$ cat src/rtl/wb_regfile_if.sv
// Bus between decode/issue, EX write-back and the write-back register file.
// The master modport is the decode/EX side; the slave modport is the register file.
interface wb_regfile_if #(
    parameter int NREG = 16,
    parameter int DW   = 32
);
    localparam int AW = $clog2(NREG);

    logic            wb_en_i;
    logic [AW-1:0]   wb_addr_i;
    logic [DW-1:0]   wb_data_i;
    logic            flush_i;
    logic            issue_v_i;
    logic            issue_wb_i;
    logic [AW-1:0]   rd_sel_i;
    logic [AW-1:0]   rs_sel_i;
    logic            rs_use_i;
    logic [DW-1:0]   rd_value_o;
    logic [DW-1:0]   rs_value_o;
    logic            hazard_o;
    logic [NREG-1:0] pending_o;

    modport master (
        output wb_en_i, wb_addr_i, wb_data_i, flush_i,
        output issue_v_i, issue_wb_i, rd_sel_i, rs_sel_i, rs_use_i,
        input  rd_value_o, rs_value_o, hazard_o, pending_o
    );

    modport slave (
        input  wb_en_i, wb_addr_i, wb_data_i, flush_i,
        input  issue_v_i, issue_wb_i, rd_sel_i, rs_sel_i, rs_use_i,
        output rd_value_o, rs_value_o, hazard_o, pending_o
    );
endinterface

$ cat src/rtl/wb_regfile.sv
// Write-back register file with same-cycle write bypass and a per-register
// pending scoreboard that stalls issue until in-flight results return.
module wb_regfile #(
    parameter int NREG = 16,
    parameter int DW   = 32
) (
    input  logic          clk,
    input  logic          rst,
    wb_regfile_if.slave   bus
);
    localparam int AW = $clog2(NREG);

    logic [DW-1:0]   r_regs [NREG];
    logic [NREG-1:0] r_pending;
    logic            r_last_valid;
    logic [AW-1:0]   r_last_addr;

    logic [NREG-1:0] w_wb_hit;
    logic [NREG-1:0] w_pend_eff;
    logic [NREG-1:0] w_pend_next;
    logic            w_hazard;
    logic            w_fire;
    logic [DW-1:0]   w_rd_value;
    logic [DW-1:0]   w_rs_value;

    always_comb begin
        w_wb_hit = '0;
        if (bus.wb_en_i) begin
            w_wb_hit[bus.wb_addr_i] = 1'b1;
        end
    end

    // A write-back landing this cycle resolves its hazard immediately.
    assign w_pend_eff = r_pending & ~w_wb_hit;

    always_comb begin
        w_hazard = 1'b0;
        if (!rst && bus.issue_v_i) begin
            w_hazard = w_pend_eff[bus.rd_sel_i] |
                       (bus.rs_use_i & w_pend_eff[bus.rs_sel_i]);
        end
    end

    assign w_fire = bus.issue_v_i & ~w_hazard & ~bus.flush_i;

    // Ordering of the three updates gives set > flush > clear per bit.
    always_comb begin
        w_pend_next = r_pending & ~w_wb_hit;
        if (bus.flush_i && r_last_valid) begin
            w_pend_next[r_last_addr] = 1'b0;
        end
        if (w_fire && bus.issue_wb_i) begin
            w_pend_next[bus.rd_sel_i] = 1'b1;
        end
    end

    always_comb begin
        w_rd_value = r_regs[bus.rd_sel_i];
        if (bus.wb_en_i && (bus.wb_addr_i == bus.rd_sel_i)) begin
            w_rd_value = bus.wb_data_i;
        end
    end

    always_comb begin
        w_rs_value = r_regs[bus.rs_sel_i];
        if (bus.wb_en_i && (bus.wb_addr_i == bus.rs_sel_i)) begin
            w_rs_value = bus.wb_data_i;
        end
    end

    always_ff @(posedge clk or posedge rst) begin
        if (rst) begin
            for (int unsigned i = 0; i < NREG; i++) begin
                r_regs[i] <= '0;
            end
        end else if (bus.wb_en_i) begin
            r_regs[bus.wb_addr_i] <= bus.wb_data_i;
        end
    end

    always_ff @(posedge clk or posedge rst) begin
        if (rst) begin
            r_pending    <= '0;
            r_last_valid <= 1'b0;
            r_last_addr  <= '0;
        end else begin
            r_pending    <= w_pend_next;
            r_last_valid <= w_fire & bus.issue_wb_i;
            r_last_addr  <= bus.rd_sel_i;
        end
    end

    assign bus.rd_value_o = w_rd_value;
    assign bus.rs_value_o = w_rs_value;
    assign bus.hazard_o   = w_hazard;
    assign bus.pending_o  = r_pending;
endmodule

$ cat src/flat_wrapper.sv
// flat-port wrapper written by rule: the top's interface ports become plain ports
module wb_regfile_flat 
#(
    parameter int NREG = 16,
    parameter int DW   = 32
)
  (clk, rst, bus_wb_en_i, bus_wb_addr_i, bus_wb_data_i, bus_flush_i, bus_issue_v_i, bus_issue_wb_i, bus_rd_sel_i, bus_rs_sel_i, bus_rs_use_i, bus_rd_value_o, bus_rs_value_o, bus_hazard_o, bus_pending_o);
  wb_regfile_if #(.NREG(NREG), .DW(DW)) bus_i ();
  input  logic clk;
  input  logic rst;
  input wire logic [$bits(bus_i.wb_en_i)-1:0] bus_wb_en_i;
  input wire logic [$bits(bus_i.wb_addr_i)-1:0] bus_wb_addr_i;
  input wire logic [$bits(bus_i.wb_data_i)-1:0] bus_wb_data_i;
  input wire logic [$bits(bus_i.flush_i)-1:0] bus_flush_i;
  input wire logic [$bits(bus_i.issue_v_i)-1:0] bus_issue_v_i;
  input wire logic [$bits(bus_i.issue_wb_i)-1:0] bus_issue_wb_i;
  input wire logic [$bits(bus_i.rd_sel_i)-1:0] bus_rd_sel_i;
  input wire logic [$bits(bus_i.rs_sel_i)-1:0] bus_rs_sel_i;
  input wire logic [$bits(bus_i.rs_use_i)-1:0] bus_rs_use_i;
  output wire logic [$bits(bus_i.rd_value_o)-1:0] bus_rd_value_o;
  output wire logic [$bits(bus_i.rs_value_o)-1:0] bus_rs_value_o;
  output wire logic [$bits(bus_i.hazard_o)-1:0] bus_hazard_o;
  output wire logic [$bits(bus_i.pending_o)-1:0] bus_pending_o;
  assign bus_i.wb_en_i = bus_wb_en_i;
  assign bus_i.wb_addr_i = bus_wb_addr_i;
  assign bus_i.wb_data_i = bus_wb_data_i;
  assign bus_i.flush_i = bus_flush_i;
  assign bus_i.issue_v_i = bus_issue_v_i;
  assign bus_i.issue_wb_i = bus_issue_wb_i;
  assign bus_i.rd_sel_i = bus_rd_sel_i;
  assign bus_i.rs_sel_i = bus_rs_sel_i;
  assign bus_i.rs_use_i = bus_rs_use_i;
  assign bus_rd_value_o = bus_i.rd_value_o;
  assign bus_rs_value_o = bus_i.rs_value_o;
  assign bus_hazard_o = bus_i.hazard_o;
  assign bus_pending_o = bus_i.pending_o;
  wb_regfile #(.NREG(NREG), .DW(DW)) u_core (.clk(clk), .rst(rst), .bus(bus_i));
endmodule
$ cat config.mk
export PLATFORM = sky130hd
export DESIGN_NAME = wb_regfile_flat
export DESIGN_NICKNAME = d
export VERILOG_FILES = /design/src/rtl/wb_regfile_if.sv /design/src/rtl/wb_regfile.sv /design/src/flat_wrapper.sv
export SDC_FILE = /design/constraint.sdc
export NUM_CORES = 1
export LEC_CHECK = 0
export BUFFER_PORTS_ARGS = -buffer_cell sky130_fd_sc_hd__buf_4
export CAP_MARGIN = 25
export CORE_MARGIN = 4
export CORE_UTILIZATION = 58
export CTS_BUF_LIST = sky130_fd_sc_hd__clkbuf_8
export CTS_CLUSTER_SIZE = 14
export DETAILED_ROUTE_END_ITERATION = 10
export GPL_TIMING_DRIVEN = 0
export PLACE_DENSITY = 0.85
export SYNTH_ARGS = -nofsm -noshare
export SYNTH_HDL_FRONTEND = slang
export SYNTH_SLANG_ARGS = --single-unit
$ cat constraint.sdc
create_clock -name clk -period 16.65 [get_ports clk]
set_input_delay 0.8325 -clock clk [delete_from_list [all_inputs] [get_ports clk]]
set_output_delay 0.8325 -clock clk [all_outputs]
set_load 0.02 [all_outputs]
### Word-level counts from Yosys, hierarchy flattened

Cells that the tools add are included.

* order comparisons: 11
* equal/unequal tests: 2
* muxes and demuxes: 25
* bitwise gates (word level): 15
* reduce and logical (&&, ||, !) cells: 10

Operator list (number)
* $bwmux W512: 1
* $bmux W32 S4: 2
* $mux W32: 7
* $demux W32 S4: 1
* $mux W16: 3
* $and A16 B16 Y16: 2
* $not A16 Y16: 2
* $lt A4 B5 Y1 const B: 4
* $or A16 B16 Y16: 1
* $ge A5 B5 Y1 const B: 3
* $not A4 Y5: 3
* $demux W1 S4: 3
* $ge A4 B1 Y1 const B: 3
* $logic_and A1 B1 Y1: 9
* $bmux W1 S4: 2
* $eq A4 B4 Y1: 2
* $mux W1: 6
* $lt A5 B1 Y1 const B: 1
* $and A1 B1 Y1: 4
* $not A1 Y1: 2
* $logic_not A1 Y1: 1
* $or A1 B1 Y1: 1

* register bits after elaboration: 533
* bits of input ports: 51
* output and inout bits: 81

### Longest topological paths before layout

* depth in word-level cells: 17
* gate-level depth with buffers: 10
* depth with buffers taken out: 6

### Least setup slack after synthesis

Ideal clock, no wire load.

* kind: input to output
* start point: input rst
* end point: output bus_hazard_o
* data arrival time: 13695 ps
* required time: 15817 ps
* path slack: 2122 ps
* cell stages on the path: 6
* path buffers: 0
* cell sequence: inv_1 -> nand2_1 -> a311oi_1 -> o21ai_1 -> nor4_4 -> or2_2

* word-level cells in the longest chain between the ends: 3

RTL lines
* start: declaration: RTL line flat_wrapper.sv:10 `input logic rst;`
* $logic_not A1 Y1: RTL line wb_regfile.sv:38 `if (!rst && bus.issue_v_i) begin`
* $logic_and A1 B1 Y1: RTL line wb_regfile.sv:38
* $mux W1: RTL line wb_regfile.sv:38
* end: declaration: RTL line flat_wrapper.sv:22 `output wire logic [$bits(bus_i.hazard_o)-1:0] bus_hazard_o;`

No other way between the ends.

### Worst setup path after layout

* start point: input bus_rd_sel_i[1]
* end point: output bus_rd_value_o[3]

* word-level cells in the longest chain between the ends: 5
* elaborated cells between the ends (all ways): 7
* those cells by class: eq/ne: 1; mux: 4; bitwise: 1; reduce/logical: 1

RTL lines
* start: declaration: RTL line flat_wrapper.sv:17 `input wire logic [$bits(bus_i.rd_sel_i)-1:0] bus_rd_sel_i;`
* $not A4 Y5 (implied by the code): RTL line wb_regfile.sv:58 `w_rd_value = r_regs[bus.rd_sel_i];`
* $bmux W32 S4: RTL line wb_regfile.sv:58
* $mux W32 (implied by the code) (2 in series): RTL line wb_regfile.sv:58
* $mux W32 *: RTL line wb_regfile.sv:59 `if (bus.wb_en_i && (bus.wb_addr_i == bus.rd_sel_i)) begin`
* end: declaration: RTL line flat_wrapper.sv:20 `output wire logic [$bits(bus_i.rd_value_o)-1:0] bus_rd_value_o;`

Mark *: on every way between the ends. The rest lies on a longest branch, timed or not. The select of a mux whose other input is x is not followed.

==> metrics.yaml <==
clocking:
  cts_made_buffers: 88
  clk_latency_ns: 0.68
  hold_buffers: 0
  htree_levels: 3
  tritoncts: "yes"
  clock_sinks: 533
  clock_path_buffers: 3
  clk_pin_slew_worst_paths_ns: 0.06
  cts-resized-gates: 0
  cts_setup_buffers: 0
  cts_root_buffer: "clkbuf_8"
route:
  drt_iter0_drc: 2303
  ant_nets: 0
  wl_per_cell_um: 31.5
  vias: 19300
  vias_per_cell: 7.04
  drcViolationCount: 0
  dr.pass1.iters: 5
  finalWirelength_mm: 86.5
pwr:
  finalPower_w: 0.00407
  leakage_nw: 13.6
  pwr_density_cell_nw_per_um2: 125
  ir_worst_vdd_mv: 0.0919
critical_path:
  cp.arrival_ns: 4.10
  critPathKind: "in -> out"
  cp_slowest_cell: "clkbuf_1"
  cpPeakStageDelay_ns: 0.77
  path_common_cell: "clkbuf_1"
  end_kind: "primary output"
  critPathLaunchType: "input pin"
  path_cells: "buf_4 -> clkbuf_1 -> clkbuf_1 -> clkbuf_1 -> mux4_2 -> mux4_2 -> mux2_2 -> buf_4"
  path_max_fanout: 10
  required_ns: 15.82
sta:
  finalCritPeriodShare_pct: 29.7
  setup_viol: 0
  slew_violations: 0
  period_needed_ns: 4.94
  fin_tns_setup_ns: 0
  hold_viol: 0
  max_freq_ghz: 0.203
  rsz0062_at_grt: "false"
  slew_headroom_pct: 22.8
  worst-slew-pin-transition_ns: 1.16
  fin_skew_ns: 0.0165
  whs_ns: 0.132
finish:
  layout.cells.non_filler: 2746
  layout_commonest_cell: "mux2_2"
  nets: 2072
  area_growth_pct: 12.7
  drive_above_1_share_pct: 58.4
  multi_input_area_um2: 14900
  fillers: 3319
  layout_common_cells: "mux2_2 (572), dfrtp_1 (533), mux4_2 (320), buf_4 (129), clkbuf_8 (108)"
  seq_area_um2: 13300
yosys:
  synthArstFlopShare_pct: 100
  yosys_warnings: 0
  syn_inst: 1793
  synth_top_area_share_pct: 46.0
  synth_ff_type: "dfrtp_1"
  yosysSeqAreaShare_pct: 46.0
  synthTopCellsByArea: "dfrtp_1 (46%), mux4_2 (25%), mux2_2 (22%), clkbuf_1 (1.2%), buf_2 (0.73%)"
  ys_types: 55
  ys_ff_latch: 533
  syn_area_um2: 29000
  yosysTopAreaCell: "dfrtp_1"
  syn_avg_cell_area_um2: 16.2
  syn-num-nets: 1844
  synth_edf_count: 0
placement:
  dp_cells: 2593
  place.gp.congestion: 0.957
  numPortBuffers: 125
  hpwl_mm: 56.7
floorplan:
  die_w_um: 232
  initial_utilization_pct: 59.0
  die_area_um2: 53600
  die_y_um: 232
  coreArea_um2: 49200
  io_pins: 132
  row_count: 81
run:
  maxCapViolations: 0
global_route:
  grt.overflow.total: 0
  grt_usage_pct: 32.8
  grt_pass1_vias: 20600
  antenna_found_initial: 2
  grt_max_degree: 131
  grt_pass1_wl_mm: 130
status:
  status: "complete, no violations"
hold_path:
  hold_path.class: "in -> async"
-- critical path, delay by kind of cell --
kind                   cells  cell delay (ns)
buffers and inverters      5             2.01
muxes                      3             1.25
-- logic make-up (layout without fill, tap and decap cells) --
| group | after synthesis | count (layout) | synth area share [%] |
|---|---|---|---|
| flip-flops | 533 | 533 | 46.0 |
| XOR/XNOR | 8 | 8 | 0.242 |
| AO/OA/AOI/OAI | 72 | 72 | 1.87 |
| AND/OR/NAND/NOR | 105 | 105 | 1.98 |
| buffers and inverters | 179 | 466 | 2.68 |
| multiplexers | 896 | 896 | 47.2 |
| other | 0 | 2 | 0 |
-- layout make-up --
| class | instances | share of cell area (%) |
|---|---|---|
| antenna | 2 | 0.0153 |
| buffer | 174 | 2.32 |
| clock buffer | 108 | 4.55 |
| clock inverter | 41 | 0.570 |
| inverter | 5 | 0.0804 |
| multi-input combinational | 1081 | 45.5 |
| sequential | 533 | 40.8 |
| tap | 664 | 2.54 |
| timing repair buffer | 138 | 3.61 |
-- sequential cells by signal, indices dropped and copies added (netlist names) --
signal                flops
u_core.r_regs           512
u_core.bus.pending_o     16
u_core.r_last_addr        4
u_core.r_last_valid       1
-- cell usage after synthesis (3+ instances only) --
cell type,n
o21ai_0,10
nand2b_1,7
buf_2,42
nor3_1,4
o211a_1,3
o211ai_1,11
inv_1,5
o2111ai_1,4
nand3_1,5
nand2_1,36
buf_4,4
nor3b_1,5
dfrtp_1,533
o21bai_1,7
mux2_2,572
or2_2,4
nor2_1,20
buf_1,28
a31oi_1,4
clkbuf_1,95
xor2_1,6
mux2_1,4
buf_6,5
o31ai_1,16
nor2b_1,5
mux4_2,320
-- power by group --
group          internal (W)  leakage (nW)  switching, W
combinational      0.000683          6.06      0.000446
clock              0.000582         0.980      0.000538
sequential          0.00159          6.55      0.000227
-- layer usage --
layer	routed length, µm	vias to the layer above	GRT usage (%)
li1	-	7525	-
met1	31400	10300	43.2
met2	42000	1246	52.0
met3	9480	283	10.1
met4	3590	4	12.7
met5	61	-	0
-- path summary, 6_finish.rpt --
kind / from / endpoint / cells after the start / slack [ns]
worst max register to register: u_core.bus.pending_o[15]$_DFF_PP0_ / u_core.bus.pending_o[14]$_DFF_PP0_ / 6 / 14.41
worst max-delay path: bus_rd_sel_i[1] / bus_rd_value_o[3] / 8 / 11.71
min in group clk: bus_rd_sel_i[0] / u_core.r_last_addr[0]$_DFF_PP0_ / 1 / 0.28
max in group asynchronous: rst / u_core.r_regs[80]$_DFFE_PP0P_ / 4 / 15.03
worst min-delay path: rst / u_core.bus.pending_o[14]$_DFF_PP0_ / 2 / 0.13
worst min register to register: u_core.r_regs[249]$_DFFE_PP0P_ / u_core.r_regs[249]$_DFFE_PP0P_ / 1 / 0.52
-- stage by stage --
stage               util (%)  setup slack (ns)  cell area, µm²
floorplan                  -             0.903           29000
global placement        62.6             -4.00           30800
detailed placement      63.0             11.80           31000
CTS                     66.4             11.79           32700
global route            66.5             11.66           32700
finish                  66.5             11.71           32700
(Power assumes the default switching activity.)
